## config.mk

```make
export PLATFORM = sky130hd
export DESIGN_NAME = tick_scheduler_flat
export DESIGN_NICKNAME = d
export VERILOG_FILES = /design/src/rtl/tick_scheduler_if.sv /design/src/rtl/tick_scheduler.sv /design/src/flat_wrapper.sv
export SDC_FILE = /design/constraint.sdc
export NUM_CORES = 1
export LEC_CHECK = 0
export CAP_MARGIN = 40
export CORE_MARGIN = 10
export CORE_UTILIZATION = 25
export DETAILED_ROUTE_END_ITERATION = 8
export PLACE_DENSITY = 0.48
export RECOVER_POWER = 50
export SLEW_MARGIN = 5
export SYNTH_ARGS = -nofsm -noshare
export SYNTH_HDL_FRONTEND = slang
export SYNTH_SLANG_ARGS = --single-unit
export TNS_END_PERCENT = 50
```

## constraint.sdc

```tcl
create_clock -name clk_i -period 17.53 [get_ports clk_i]
set_clock_uncertainty 0.05 [all_clocks]
set_input_delay 3.506 -clock clk_i [delete_from_list [all_inputs] [get_ports clk_i]]
set_output_delay 3.506 -clock clk_i [all_outputs]
set_load 0.005 [all_outputs]
```

## src/rtl/tick_scheduler_if.sv

```systemverilog
// Configuration port of the tick scheduler: one valid/ready write carrying
// a channel index, an enable flag and a period in prescaler strobes.
interface tick_scheduler_if #(
    parameter int CHANNELS    = 4,
    parameter int COUNT_WIDTH = 16
);
    localparam int CH_W = (CHANNELS > 1) ? $clog2(CHANNELS) : 1;

    logic                   cfg_valid;
    logic                   cfg_ready;
    logic [CH_W-1:0]        cfg_channel;
    logic                   cfg_enable;
    logic [COUNT_WIDTH-1:0] cfg_period;

    modport master (
        output cfg_valid,
        output cfg_channel,
        output cfg_enable,
        output cfg_period,
        input  cfg_ready
    );

    modport slave (
        input  cfg_valid,
        input  cfg_channel,
        input  cfg_enable,
        input  cfg_period,
        output cfg_ready
    );
endinterface

```

## src/rtl/tick_scheduler.sv

```systemverilog
// Shared-prescaler tick scheduler: CHANNELS programmable periodic tick/wave
// generators whose settings are committed only on a prescaler strobe.
module tick_scheduler #(
    parameter int CHANNELS    = 4,
    parameter int PRESCALE    = 50,
    parameter int COUNT_WIDTH = 16
) (
    input  logic                clk_i,
    input  logic                rst_i,
    tick_scheduler_if.slave     cfg,
    output logic                base_tick_o,
    output logic [CHANNELS-1:0] tick_o,
    output logic [CHANNELS-1:0] wave_o
);
    localparam int CH_W = (CHANNELS > 1) ? $clog2(CHANNELS) : 1;
    localparam int PS_W = $clog2(PRESCALE);
    localparam logic [PS_W-1:0] PS_LAST = PS_W'(PRESCALE - 1);

    typedef enum logic {
        IDLE,
        PENDING
    } state_t;

    logic [PS_W-1:0]        presc_q;
    logic [PS_W-1:0]        presc_d;
    logic                   base_tick_q;

    state_t                 state_q;
    logic                   ready_q;
    logic [CH_W-1:0]        pend_ch_q;
    logic                   pend_en_q;
    logic [COUNT_WIDTH-1:0] pend_period_q;
    logic                   commit;

    assign presc_d = (presc_q == PS_LAST) ? '0 : presc_q + 1'b1;

    always_ff @(posedge clk_i or posedge rst_i) begin
        if (rst_i) begin
            presc_q     <= '0;
            base_tick_q <= 1'b0;
        end else begin
            presc_q     <= presc_d;
            base_tick_q <= (presc_q == PS_LAST);
        end
    end

    // A write accepted on a strobe cycle moves to PENDING only after that
    // strobe has been sampled, so it naturally waits for the following one.
    always_ff @(posedge clk_i or posedge rst_i) begin
        if (rst_i) begin
            state_q       <= IDLE;
            ready_q       <= 1'b1;
            pend_ch_q     <= '0;
            pend_en_q     <= 1'b0;
            pend_period_q <= '0;
        end else begin
            case (state_q)
                IDLE: begin
                    if (cfg.cfg_valid && ready_q) begin
                        pend_ch_q     <= cfg.cfg_channel;
                        pend_en_q     <= cfg.cfg_enable && (cfg.cfg_period != '0);
                        pend_period_q <= cfg.cfg_period;
                        state_q       <= PENDING;
                        ready_q       <= 1'b0;
                    end
                end
                PENDING: begin
                    if (base_tick_q) begin
                        state_q <= IDLE;
                        ready_q <= 1'b1;
                    end
                end
                default: begin
                    state_q <= IDLE;
                    ready_q <= 1'b1;
                end
            endcase
        end
    end

    assign commit        = (state_q == PENDING) && base_tick_q;
    assign cfg.cfg_ready = ready_q;
    assign base_tick_o   = base_tick_q;

    for (genvar gi = 0; gi < CHANNELS; gi++) begin : g_ch
        logic                   en_q;
        logic [COUNT_WIDTH-1:0] period_q;
        logic [COUNT_WIDTH-1:0] cnt_q;
        logic                   tick_q;
        logic                   wave_q;
        logic                   hit;

        // Out-of-range indices never match any channel and are dropped here.
        assign hit = commit && (pend_ch_q == CH_W'(gi));

        always_ff @(posedge clk_i or posedge rst_i) begin
            if (rst_i) begin
                en_q     <= 1'b0;
                period_q <= '0;
                cnt_q    <= '0;
                tick_q   <= 1'b0;
                wave_q   <= 1'b0;
            end else begin
                tick_q <= 1'b0;
                if (hit) begin
                    if (pend_en_q) begin
                        en_q     <= 1'b1;
                        period_q <= pend_period_q;
                        cnt_q    <= pend_period_q - COUNT_WIDTH'(1);
                    end else begin
                        en_q   <= 1'b0;
                        cnt_q  <= '0;
                        wave_q <= 1'b0;
                    end
                end else if (base_tick_q && en_q) begin
                    if (cnt_q == '0) begin
                        cnt_q  <= period_q - COUNT_WIDTH'(1);
                        tick_q <= 1'b1;
                        wave_q <= ~wave_q;
                    end else begin
                        cnt_q <= cnt_q - COUNT_WIDTH'(1);
                    end
                end
            end
        end

        assign tick_o[gi] = tick_q;
        assign wave_o[gi] = wave_q;
    end
endmodule

```

## src/flat_wrapper.sv

```systemverilog
// flat-port wrapper written by rule: the top's interface ports become plain ports
module tick_scheduler_flat 
#(
    parameter int CHANNELS    = 4,
    parameter int PRESCALE    = 50,
    parameter int COUNT_WIDTH = 16
)
  (clk_i, rst_i, base_tick_o, tick_o, wave_o, cfg_cfg_valid, cfg_cfg_channel, cfg_cfg_enable, cfg_cfg_period, cfg_cfg_ready);
  tick_scheduler_if #(.CHANNELS(CHANNELS), .COUNT_WIDTH(COUNT_WIDTH)) cfg_i ();
  input  logic clk_i;
  input  logic rst_i;
  output logic base_tick_o;
  output logic [CHANNELS-1:0] tick_o;
  output logic [CHANNELS-1:0] wave_o;
  input wire logic [$bits(cfg_i.cfg_valid)-1:0] cfg_cfg_valid;
  input wire logic [$bits(cfg_i.cfg_channel)-1:0] cfg_cfg_channel;
  input wire logic [$bits(cfg_i.cfg_enable)-1:0] cfg_cfg_enable;
  input wire logic [$bits(cfg_i.cfg_period)-1:0] cfg_cfg_period;
  output wire logic [$bits(cfg_i.cfg_ready)-1:0] cfg_cfg_ready;
  assign cfg_i.cfg_valid = cfg_cfg_valid;
  assign cfg_i.cfg_channel = cfg_cfg_channel;
  assign cfg_i.cfg_enable = cfg_cfg_enable;
  assign cfg_i.cfg_period = cfg_cfg_period;
  assign cfg_cfg_ready = cfg_i.cfg_ready;
  tick_scheduler #(.CHANNELS(CHANNELS), .PRESCALE(PRESCALE), .COUNT_WIDTH(COUNT_WIDTH)) u_core (.clk_i(clk_i), .rst_i(rst_i), .cfg(cfg_i), .base_tick_o(base_tick_o), .tick_o(tick_o), .wave_o(wave_o));
endmodule
```

== Word-level counts from Yosys, hierarchy flattened ==
Cells that the tools add are included.

* Add/subtract/negate cells: 10
* Eq/ne operators: 10
* Muxes and demuxes: 46
* Bitwise logic cells: 5
* Reduce and logical (&&, ||, !) cells: 35

{| class="wikitable"
|+ Operator list
! operator !! count
|-
| 16-bit 2-to-1 mux || 13
|-
| 16-bit by 1-bit subtractor with 16-bit output, second input constant || 9
|-
| 16-bit logical NOT || 4
|-
| 1-bit 2-to-1 mux || 30
|-
| 16-bit nonzero test || 1
|-
| 2-bit nonzero test || 8
|-
| 2-bit AND reduction || 6
|-
| 3-bit AND reduction || 4
|-
| 1-bit logical AND || 11
|-
| 2-bit inequality test, second input constant || 4
|-
| 6-bit by 1-bit adder with 6-bit output, second input constant || 1
|-
| 6-bit equality test, second input constant || 1
|-
| 6-bit 2-to-1 mux || 1
|-
| 1-bit inverter || 5
|-
| 2-bit equality test, second input constant || 2
|-
| 2-bit by 1-bit inequality test with 1-bit output, second input constant || 2
|-
| 1-bit case mux with 2 select lines || 2
|-
| 2-bit by 1-bit equality test with 1-bit output, second input constant || 1
|-
| 2-bit logical NOT || 1
|}

* Register bits: 168
* Input port bits: 22
* Output and inout port bits: 10

== Longest topological paths before layout ==
* Depth after elaboration: 4
* Gate-level depth with buffers: 14
* Gate-level depth less buffers: 11

== Worst setup path before layout ==
OpenSTA, ideal clock, no wires.

* Path type: in2reg
* Start: input port cfg_cfg_valid
* End: register u_core.pend_ch_q[0]
* Arrival: 4.434 ns
* Required time: 17.355 ns
* Path slack: 12.922 ns
* Stages: 4
* Path buffers: 1
* Cell sequence: nor2b_1 nand2_1 clkbuf_1 mux2_2

* Cells in the longest elaborated chain, start to end: 2

{| class="wikitable"
|+ Ends and longest elaborated chain
! item !! RTL line !! RTL
|-
| start, declared || flat_wrapper.sv:15 || <nowiki>input wire logic [$bits(cfg_i.cfg_valid)-1:0] cfg_cfg_valid;</nowiki>
|-
| 1-bit logical AND || tick_scheduler.sv:59 || <nowiki>if (cfg.cfg_valid && ready_q) begin</nowiki>
|-
| 2-bit AND reduction (no line) || - ||
|-
| end signal, assigned || tick_scheduler.sv:60 || <nowiki>pend_ch_q <= cfg.cfg_channel;</nowiki>
|-
| end, declared || tick_scheduler.sv:30 || <nowiki>logic [CH_W-1:0] pend_ch_q;</nowiki>
|}

Every way passes these cells.
A chain may end at the register's enable or synchronous reset.

==> reports/results.tsv <==
metric	value	unit
outcome	finished with violations	
failing checks	max-capacitance violations, max-slew violations	
Post-Synth XOR/XNOR Area	0.0220	
headroom to the max-slew limit	-2.09	
Post-Synth Simple-Gate Area	0.194	
CTS root buffer	clkbuf_16	
EDFF count, synth	0	
Setup crit end kind	async pin	
layout cells sized above 1	0.135	
Die Height	219	um
Cell Pwr Density	70.5	mW/mm^2
post-synthesis adder-cell area fraction	0.00881	
CTS Sinks	168	
Syn Nets	1093	
Max Used Layer	met4	
RSZ-0062 raised after global routing	false	
hold depth	1	
Final Slew Violations	89	
via/cell ratio	5.41	
cts bufs inserted	17	
n_diodes	0	
Worst Max-Slew Pin Slew	4630	ps
Hold Vio Cnt, Final	0	
top-area cell type share of the netlist area	0.420	
metal3 WL	2040	um
GRT Overall Usage	0.136	
setup bufs post-CTS	0	
largest net degree at the start of global routing	80	
row cnt	73	
core area	0.0395	sq mm
Post-Layout Cell Count	1599	
R2R depth	12	
commonest cells after routing, fill and taps aside	167 x dfrtp_1, 91 x nor2_1, 81 x nand2_1, 78 x mux2_2, 66 x o21ai_0	
first-pass GRT wire length	51100	um
initial DRC count	645	
H-tree Lvls	4	
worst hold path type	flop to flop	
Clock transition at path regs	60	ps
crit path kind	input pin to async pin	
Final period util	0.464	
# placed instances	1567	
met2 wire length	15100	um
Synth Area in Compound Gates	0.214	
max_cap viols	2	
Post-DRT Antenna Nets	0	
Post-Route WL	32500	um
CP Max Fanout	79	
Netlist cell types	79	
GP Congestion	0.852	
largest area contributor in the netlist	dfrtp_1	
Post-Syn Instances	1064	
Final min period	8140	ps
CTS tree	yes	
Yosys Warn Count	0	
Worst Path Required	16930	ps
Post-route DRC	0	
NumNets Final	1090	
port buffer count	31	
synth top area cells	dfrtp_1 42%, mux2_2 8.8%, nor2_1 3.4%, o21ai_0 3.3%, nand2_1 3.1%	
setup tns final	0	ps
ys async rst share	1.00	
boundary pin count	32	
Critical Path Source Type	input pin	
Resized Gates After CTS	0	
largest buffer count on any clock path	2	
grt ovf	0	
setup violators final	0	
VDD IR max	0.0697	mV
Yosys reg bits	168	
Max Fclk	123	MHz
via count	8645	
Initial Util	0.251	
mapped cell area	0.00995	sq mm
drt pass-1 iters	7	
worst-skew pair later-pin latency	440	ps
Avg Inst Size Synth	9.35	sq um
WL/cell	20.3	um
chip width	219	um
leakage power	5.05	nW
Die Footprint	0.0482	sq mm
Worst Path Arrival	7540	ps
most common cell after layout, fill and taps aside	dfrtp_1	
register area share after synthesis	0.423	
Top FF cell, synth	dfrtp_1	
HPWL after DPL	22300	um
Design Area, Final	0.0113	sq mm
hold buffers post-CTS	0	
Placed Area	0.0108	sq mm
largest family of logic cells by synthesized area	compound AO/OA/AOI/OAI gates	
mux share of post-synthesis cell area	0.102	
M1 wire length	15000	um
synthesis-to-layout area growth	13.4	%
vias in the first global route	8445	
initial antenna violation count	0	
-- worst paths after layout --
kind,slack [ps],from,to
worst max-delay path,9390,rst_i,u_core.g_ch[1].period_q[6]
worst min-delay path,420,u_core.g_ch[1].wave_q,u_core.g_ch[1].wave_q
worst max register to register,13460,u_core.g_ch[1].cnt_q[0],u_core.g_ch[1].cnt_q[12]
worst min register to register,420,u_core.g_ch[1].wave_q,u_core.g_ch[1].wave_q
max in group clk_i,12190,u_core.base_tick_o,base_tick_o
min in group asynchronous,3370,rst_i,u_core.g_ch[2].wave_q
-- cells in the mapped netlist, types with 10 or more instances --
cell	count
xnor2_1	13
nor2_1	91
nand3_1	31
or2_2	11
inv_1	13
xor2_1	12
nor3_1	39
o221ai_1	10
nor4_1	22
clkbuf_1	52
dfrtp_1	167
mux2_2	78
a21oi_1	51
o22ai_1	21
or3_1	15
nor2b_1	13
o31ai_1	16
mux2i_1	12
and3_1	13
o21ai_0	66
a22oi_1	11
nand2_1	81
or4_1	14
a31oi_1	25
a211oi_1	17
-- cells by family (layout without fill, tap and decap cells) --
| family | after synthesis | count (layout) |
|---|---|---|
| buffers and inverters | 86 | 96 |
| DFF | 168 | 168 |
| xor gates and xnor gates | 25 | 25 |
| muxes | 91 | 91 |
| adders and majority gates | 7 | 7 |
| and+or+nand+nor | 377 | 377 |
| AOI/OAI and AO/OA | 310 | 310 |
-- worst max-delay path, stage by stage --
cell	delay [ps]
dlygate4sd3_1	540
clkinvlp_2	160
clkbuf_1	3240
-- report_power, final --
group          switching (W)  internal, W
clock               0.000165     0.000228
combinational     0.00000942   0.00000486
sequential       0.000000106     0.000388
-- routing by layer --
| metal | global-route usage | up-vias |
|---|---|---|
| met4 | 0.0375 | 0 |
| li1 | - | 4027 |
| met1 | 0.186 | 4328 |
| met5 | 0 | - |
| met3 | 0.0291 | 32 |
| met2 | 0.212 | 258 |
-- state kept, by name, summed over array words and instances (netlist names), 2 cells and up --
signal                count
u_core.g_ch.cnt_q        64
u_core.g_ch.period_q     64
u_core.pend_period_q     16
u_core.presc_q            6
u_core.g_ch.en_q          4
u_core.g_ch.tick_q        4
u_core.g_ch.wave_q        4
u_core.pend_ch_q          2
-- stage by stage --
stage	utilization	setup slack [ps]	total power [W]	hold WS, ps
CTS	0.289	12160	0.000805	426
floorplan	-	9430	0.000401	394
detailed placement	0.273	12280	0.000411	418
global placement	0.270	12140	0.000410	411
finish	0.285	9390	0.000796	417
global route	0.285	8420	0.000823	451
-- cell type report --
cell class | count | area (sq um)
repair buffers | 51 | 442
fillers | 4149 | 28300
clock buffers | 21 | 450
inverters | 13 | 50.0
flip-flops and latches | 168 | 4210
multi-input cells | 810 | 5330
well taps | 525 | 657
clock inverters | 11 | 150
Power figures use the tool's default switching activity.
